**src/rtl/mem_access_seq.sv**
```systemverilog
// mem_access_seq: sequences LC-3 data-memory accesses (LD/LDR/LDI/ST/STR/STI)
// between the execute stage and the combinational memory-access stage.
//
// Ports:
//   clock, reset     rising-edge clock, async active-low reset
//   start            execute presents a memory instruction (sampled in IDLE only)
//   is_store         1 = store, 0 = load
//   is_indir         1 = LDI/STI (pointer fetch phase first)
//   E_Addr, E_Data   effective address / store data from execute
//   memout           read data from the memory-access stage
//   mem_state        0 READ_MEM, 1 READ_MEM_INDIR, 2 WRITE_MEM, 3 INIT_STATE
//   M_Control        1 = use the previously read pointer as the address
//   M_Addr, M_Data   latched address / store data, stable for the instruction
//   busy             access in flight, upstream must stall
//   done             one-cycle pulse after the final phase
//   ld_data          captured load result
module mem_access_seq #(
  parameter int unsigned MEM_LAT = 1
) (
  input  logic        clock,
  input  logic        reset,
  input  logic        start,
  input  logic        is_store,
  input  logic        is_indir,
  input  logic [15:0] E_Addr,
  input  logic [15:0] E_Data,
  input  logic [15:0] memout,
  output logic [1:0]  mem_state,
  output logic        M_Control,
  output logic [15:0] M_Addr,
  output logic [15:0] M_Data,
  output logic        busy,
  output logic        done,
  output logic [15:0] ld_data
);

  localparam logic [3:0] LAST = 4'(MEM_LAT - 1);

  typedef enum logic [1:0] {ST_IDLE, ST_IND, ST_RD, ST_WR} state_t;

  state_t      r_state, w_next;
  logic [3:0]  r_cnt;
  logic        r_store, r_indir;
  logic [15:0] r_addr, r_data, r_ld;
  logic        r_done;
  logic        w_last;
  logic [1:0]  w_mem_state;
  logic        w_busy, w_mctl;

  assign w_last = (r_cnt == LAST);

  always_comb begin
    w_next      = r_state;
    w_mem_state = 2'd3;
    w_busy      = 1'b0;
    w_mctl      = 1'b0;
    case (r_state)
      ST_IDLE: begin
        if (start) begin
          if (is_indir)      w_next = ST_IND;
          else if (is_store) w_next = ST_WR;
          else               w_next = ST_RD;
        end
      end
      ST_IND: begin
        w_mem_state = 2'd1;
        w_busy      = 1'b1;
        if (w_last) w_next = r_store ? ST_WR : ST_RD;
      end
      ST_RD: begin
        w_mem_state = 2'd0;
        w_busy      = 1'b1;
        w_mctl      = r_indir;
        if (w_last) w_next = ST_IDLE;
      end
      ST_WR: begin
        w_mem_state = 2'd2;
        w_busy      = 1'b1;
        w_mctl      = r_indir;
        if (w_last) w_next = ST_IDLE;
      end
      default: w_next = ST_IDLE;
    endcase
  end

  always_ff @(posedge clock or negedge reset) begin
    if (!reset) begin
      r_state <= ST_IDLE;
      r_cnt   <= 4'd0;
      r_store <= 1'b0;
      r_indir <= 1'b0;
      r_addr  <= 16'h0000;
      r_data  <= 16'h0000;
      r_ld    <= 16'h0000;
      r_done  <= 1'b0;
    end else begin
      r_state <= w_next;
      // Phase counter restarts on every state change; parked at 0 in IDLE.
      if (w_next != r_state || r_state == ST_IDLE) r_cnt <= 4'd0;
      else                                         r_cnt <= r_cnt + 4'd1;
      // done marks the first IDLE cycle after the final (RD/WR) phase.
      r_done <= (r_state == ST_RD || r_state == ST_WR) && w_last;
      if (r_state == ST_IDLE && start) begin
        r_addr  <= E_Addr;
        r_data  <= E_Data;
        r_store <= is_store;
        r_indir <= is_indir;
      end
      if (r_state == ST_RD && w_last) r_ld <= memout;
    end
  end

  assign mem_state = w_mem_state;
  assign M_Control = w_mctl;
  assign M_Addr    = r_addr;
  assign M_Data    = r_data;
  assign busy      = w_busy;
  assign done      = r_done;
  assign ld_data   = r_ld;

endmodule
```
**config.mk**
```make
export PLATFORM = sky130hd
export DESIGN_NAME = mem_access_seq
export DESIGN_NICKNAME = d
export VERILOG_FILES = /design/src/rtl/mem_access_seq.sv
export SDC_FILE = /design/constraint.sdc
export NUM_CORES = 1
export LEC_CHECK = 0
export CORE_AREA = 2 2 114 61
export CTS_BUF_LIST = sky130_fd_sc_hd__clkbuf_8
export DETAILED_ROUTE_END_ITERATION = 10
export DIE_AREA = 0 0 116 63
export PLACE_DENSITY = 0.82
export SKIP_CTS_REPAIR_TIMING = 1
export SLEW_MARGIN = 15
export SYNTH_ARGS = -nofsm -noshare
export SYNTH_HDL_FRONTEND = slang
export SYNTH_SLANG_ARGS = --single-unit
```
**constraint.sdc**
```tcl
create_clock -name clock -period 1.67 [get_ports clock]
set_input_delay 0.501 -clock clock [delete_from_list [all_inputs] [get_ports clock]]
set_output_delay 0.501 -clock clock [all_outputs]
set_load 0.03 [all_outputs]
```
# --- Word-level counts from Yosys, hierarchy flattened ---
# Index checks and enable logic that the tools add are counted.
classes:
  n_mul: 0
  n_div: 0
  n_addsub: 1
  n_eq_ne: 4
  muxes: 11
  bitwise: 0
  n_reduce_logical: 9
  n_shift: 0
  n_lt_le_gt_ge: 0
ops:
  columns: ["operator", "count"]
  rows:
  - ["$pmux W2 S3", 2]
  - ["$mux W2", 4]
  - ["$add A4 B1 Y4 const B", 1]
  - ["$eq A2 B2 Y1 const B", 2]
  - ["$logic_not A4 Y1", 1]
  - ["$mux W1", 4]
  - ["$mux W4", 1]
  - ["$logic_and A1 B1 Y1", 3]
  - ["$reduce_or A3 Y1", 1]
  - ["$eq A2 B1 Y1 const B", 1]
  - ["$logic_not A2 Y1", 1]
  - ["$logic_or A1 B1 Y1", 2]
  - ["$ne A2 B2 Y1", 1]
  - ["$reduce_or A2 Y1", 1]
totals:
  elab_cells: 33
  mem_count: 0
  output_inout_bits: 53
  reg_bits: 57
  mem_bits_ro: 0
  latchBits: 0
  ramBits: 0
  inputBits: 53

# --- Logic depth before layout (Yosys ltp) ---
logic_depth:
  word_depth: 7
  depth_mapped: 7
  mapped_depth_nobuf: 5

# --- Worst setup path after synthesis ---
# OpenSTA, ideal clock, no wires.
synth_path:
  kind: "reg-to-output"
  startpoint: "register r_state[0]"
  endpoint: "output port M_Control"
  n_path_buf: 0
  required_ns: 1.169
  path_stages_with_launch: 5
  arrival_time_ns: 1.314
  slack_ns: -0.145
  path_cell_list: "dfrtp_1 > inv_1 > ha_1 > or2_2 > and2_1"
synth_via:
  elab_chain_len: 3
  elab_cells_between_ends: 4
  classes_between: "eq/ne (2); mux (1); reduce/logical (1)"
synth_lines:
  columns: ["element", "line_no", "text"]
  rows:
  - ["start: declaration", "41", "state_t r_state, w_next;"]
  - ["start signal: assignment", "97", "r_state <= w_next;"]
  - ["$eq A2 B2 Y1", "57", "case (r_state)"]
  - ["$reduce_or A2 Y1 (no line) (*)", null, null]
  - ["$mux W1 (*)", "57", null]
  - ["end: declaration", "29", "output logic M_Control,"]
# Every way passes the cells marked *; elsewhere a longest branch is shown, timed or not.

# --- Worst setup path after layout ---
layout_path:
  startpoint: "register r_state[1]"
  endpoint: "output port M_Control"
# Same word-level chain as after synthesis.

==> results.json <==
{
  "status": "complete, but fails checks",
  "violations": "setup timing",
  "grt_pass1_wl_mm": 8.80,
  "overflow": 0,
  "endpoint_kind": "primary output",
  "yosysSeqAreaShare": 0.597,
  "setup_tns_ns": -0.814,
  "dp_hpwl_mm": 4.05,
  "place.gp.congestion": 0.766,
  "port-buffer-count": 105,
  "initial_core_util": 0.376,
  "postLayoutCellArea_um2": 4110,
  "cp_slowest_cell": "dfrtp_2",
  "path_clk_slew_ns": 0.07,
  "dpl_cell_area_um2": 3650,
  "ys_types": 31,
  "avgViaCountPerCell": 4.61,
  "vdd_drop_max_mv": 1.13,
  "wl_met1_mm": 2.59,
  "syn_area_per_cell_um2": 15.3,
  "rsz0062_at_grt": "true",
  "top_level_ports": 106,
  "num_vias": 1758,
  "wirelength_mm": 5.97,
  "ys_seq_elements": 57,
  "final_util": 0.647,
  "finalSetupViolCount": 4,
  "required_ns": 1.17,
  "fin_crit_sh": 1.19,
  "coreArea_um2": 6360,
  "period_minus_slack_ns": 1.99,
  "grt_usage": 0.164,
  "grt_max_degree": 25,
  "cts_buffer_depth": 2,
  "syn_area_um2": 2390,
  "drc_errors": 0,
  "cp_max_fo": 4,
  "yosys_warnings": 0,
  "cts_root_buf": "clkbuf_8",
  "critPathLaunchType": "flip-flop",
  "final_nets": 343,
  "rows": 21,
  "postSynthCellCount": 156,
  "path_buf_inv": 1,
  "wl_per_cell_um": 15.7,
  "clkSinkCount": 57,
  "final_max_slew_viol_count": 0,
  "hold_viol_final": 0,
  "drv_cap": 0,
  "fin_worst_skew_ns": 0.00661,
  "area_growth_pct": 72.1,
  "crit_family": "flip-flops",
  "top_layer": "met4",
  "antennaDiodeCount": 0,
  "path_class": "flip-flop to primary output",
  "cts_tree": "done",
  "worst_pin_slew_ns": 0.387,
  "syn-num-nets": 215,
  "antenna_found_initial": 0,
  "arrival_ns": 1.48,
  "first_pass_iters": 4,
  "die_w_um": 116,
  "dp_slack_ns": -0.119,
  "power_density_nw_per_um2": 2190,
  "crit_path_max_incr_delay_ns": 0.44,
  "hold_path.class": "input port to async pin",
  "dp.cells": 362,
  "fmax_mhz": 504,
  "ant_nets": 0,
  "clock_latency_ns": 0.35,
  "dieArea_um2": 7310,
  "route.met2.wl_mm": 2.53,
  "cts_made_buffers": 9,
  "htreeDepth": 3,
  "first_global_vias": 1812,
  "worstPathCellList": "ha_2 > or2_4 > and2_4 > buf_6",
  "drt-initial-drc-count": 47,
  "route.met3.wl_um": 767,
  "drive_above_1_share": 0.363,
  "max_slew_margin": 0.739,
  "die_h_um": 63,
  "fin_ws_ns": -0.315,
  "finalNonFillerCells": 381,
  "leakage_nw": 2.19
}
-- state kept, by name, indices dropped and copies added (netlist names) --
name,cells
M_Addr,16
M_Data,16
done,1
ld_data,16
r_cnt,4
r_indir,1
r_state,2
r_store,1
-- routing by layer --
metal  vias to the layer above  track usage
li1                        802            -
met1                       851        0.193
met3                        12        0.109
met4                         0       0.0670
met2                        93        0.238
met5                         -            0
-- power by group --
part | internal [W] | switching, W | total (W)
sequential | 0.00207 | 0.000366 | 0.00244
clock | 0.00102 | 0.000561 | 0.00158
combinational | 0.00247 | 0.00253 | 0.00500
total | 0.00556 | 0.00346 | 0.00902
-- per-stage QoR --
step,hold WS [ns],total power [W]
after CTS,0.0567,0.00891
after detailed placement,0.438,0.00726
after floorplan,0.205,0.00530
after global routing,0.0785,0.00950
final,0.0630,0.00902
after global placement,0.432,0.00716
-- cell usage after synthesis --
cell / number / area [um2]
a21boi_0: 1 / 7.51
o21ai_0: 4 / 20.0
o311ai_2: 1 / 16.3
a22oi_1: 1 / 7.51
buf_8: 1 / 15.0
dfrtp_1: 57 / 1430
a21oi_1: 4 / 20.0
nor4_1: 1 / 6.26
o211ai_1: 1 / 7.51
nand3_1: 1 / 5.00
nand2_2: 1 / 6.26
and2_4: 1 / 8.76
a41oi_1: 1 / 8.76
ha_1: 6 / 75.1
buf_2: 3 / 15.0
mux2_4: 10 / 150
a31oi_1: 1 / 6.26
nor3b_2: 1 / 12.5
or3b_2: 1 / 8.76
or2_2: 2 / 12.5
xor2_1: 1 / 8.76
mux2_2: 39 / 439
nand2_1: 1 / 3.75
nor2b_1: 2 / 12.5
o2bb2ai_1: 1 / 8.76
xnor2_1: 2 / 17.5
inv_1: 7 / 26.3
and2_2: 1 / 7.51
nor2_1: 1 / 3.75
buf_12: 1 / 20.0
and2_1: 1 / 6.26
-- worst paths after layout --
path	slack [ns]	endpoint	startpoint	depth (start not counted)
worst max-delay path	-0.32	M_Control	r_state[1]	4
worst min-delay path	0.06	M_Addr[0]	reset	1
min in group clock	0.50	M_Data[6]	M_Data[6]	1
worst max register to register	0.06	ld_data[3]	r_cnt[1]	5
max in group asynchronous	1.13	r_state[1]	reset	2
worst min register to register	0.50	M_Data[6]	M_Data[6]	1
-- placed cells by master, fill, tap and decap left out, drive strengths merged, types with 2 or more instances in the layout --
cell           synthesis  layout
buf                    5      21
dfrtp                 57      57
ha                     6       6
dlymetal6s2s           0      49
or2                    2       2
o21ai                  4       4
and2                   3       4
a21oi                  4       4
xnor2                  2       2
inv                    7       8
nor2b                  2       2
bufinv                 0       3
nand2                  2       2
clkbuf                 0      10
clkdlybuf4s50          0      51
mux2                  49      49
-- area by class of cell --
cell class | count | area [um2]
Inverter | 7 | 26.3
Multi-Input combinational cell | 88 | 952
Tap cell | 92 | 115
Sequential cell | 57 | 1430
Clock buffer | 10 | 138
Clock inverter | 6 | 106
Fill cell | 477 | 2240
Timing Repair Buffer | 121 | 1350
-- kinds of logic (layout without fill, tap and decap cells) --
family / Yosys count / after routing / share of synthesized area
compound gates: 15 / 15 / 0.0429
xor+xnor: 3 / 3 / 0.0110
fa+ha+maj: 6 / 6 / 0.0314
mux: 49 / 49 / 0.247
buf+inv: 12 / 144 / 0.0319
flops: 57 / 57 / 0.597
simple gates: 14 / 15 / 0.0393
No activity file was read; power rests on OpenSTA's default activity.
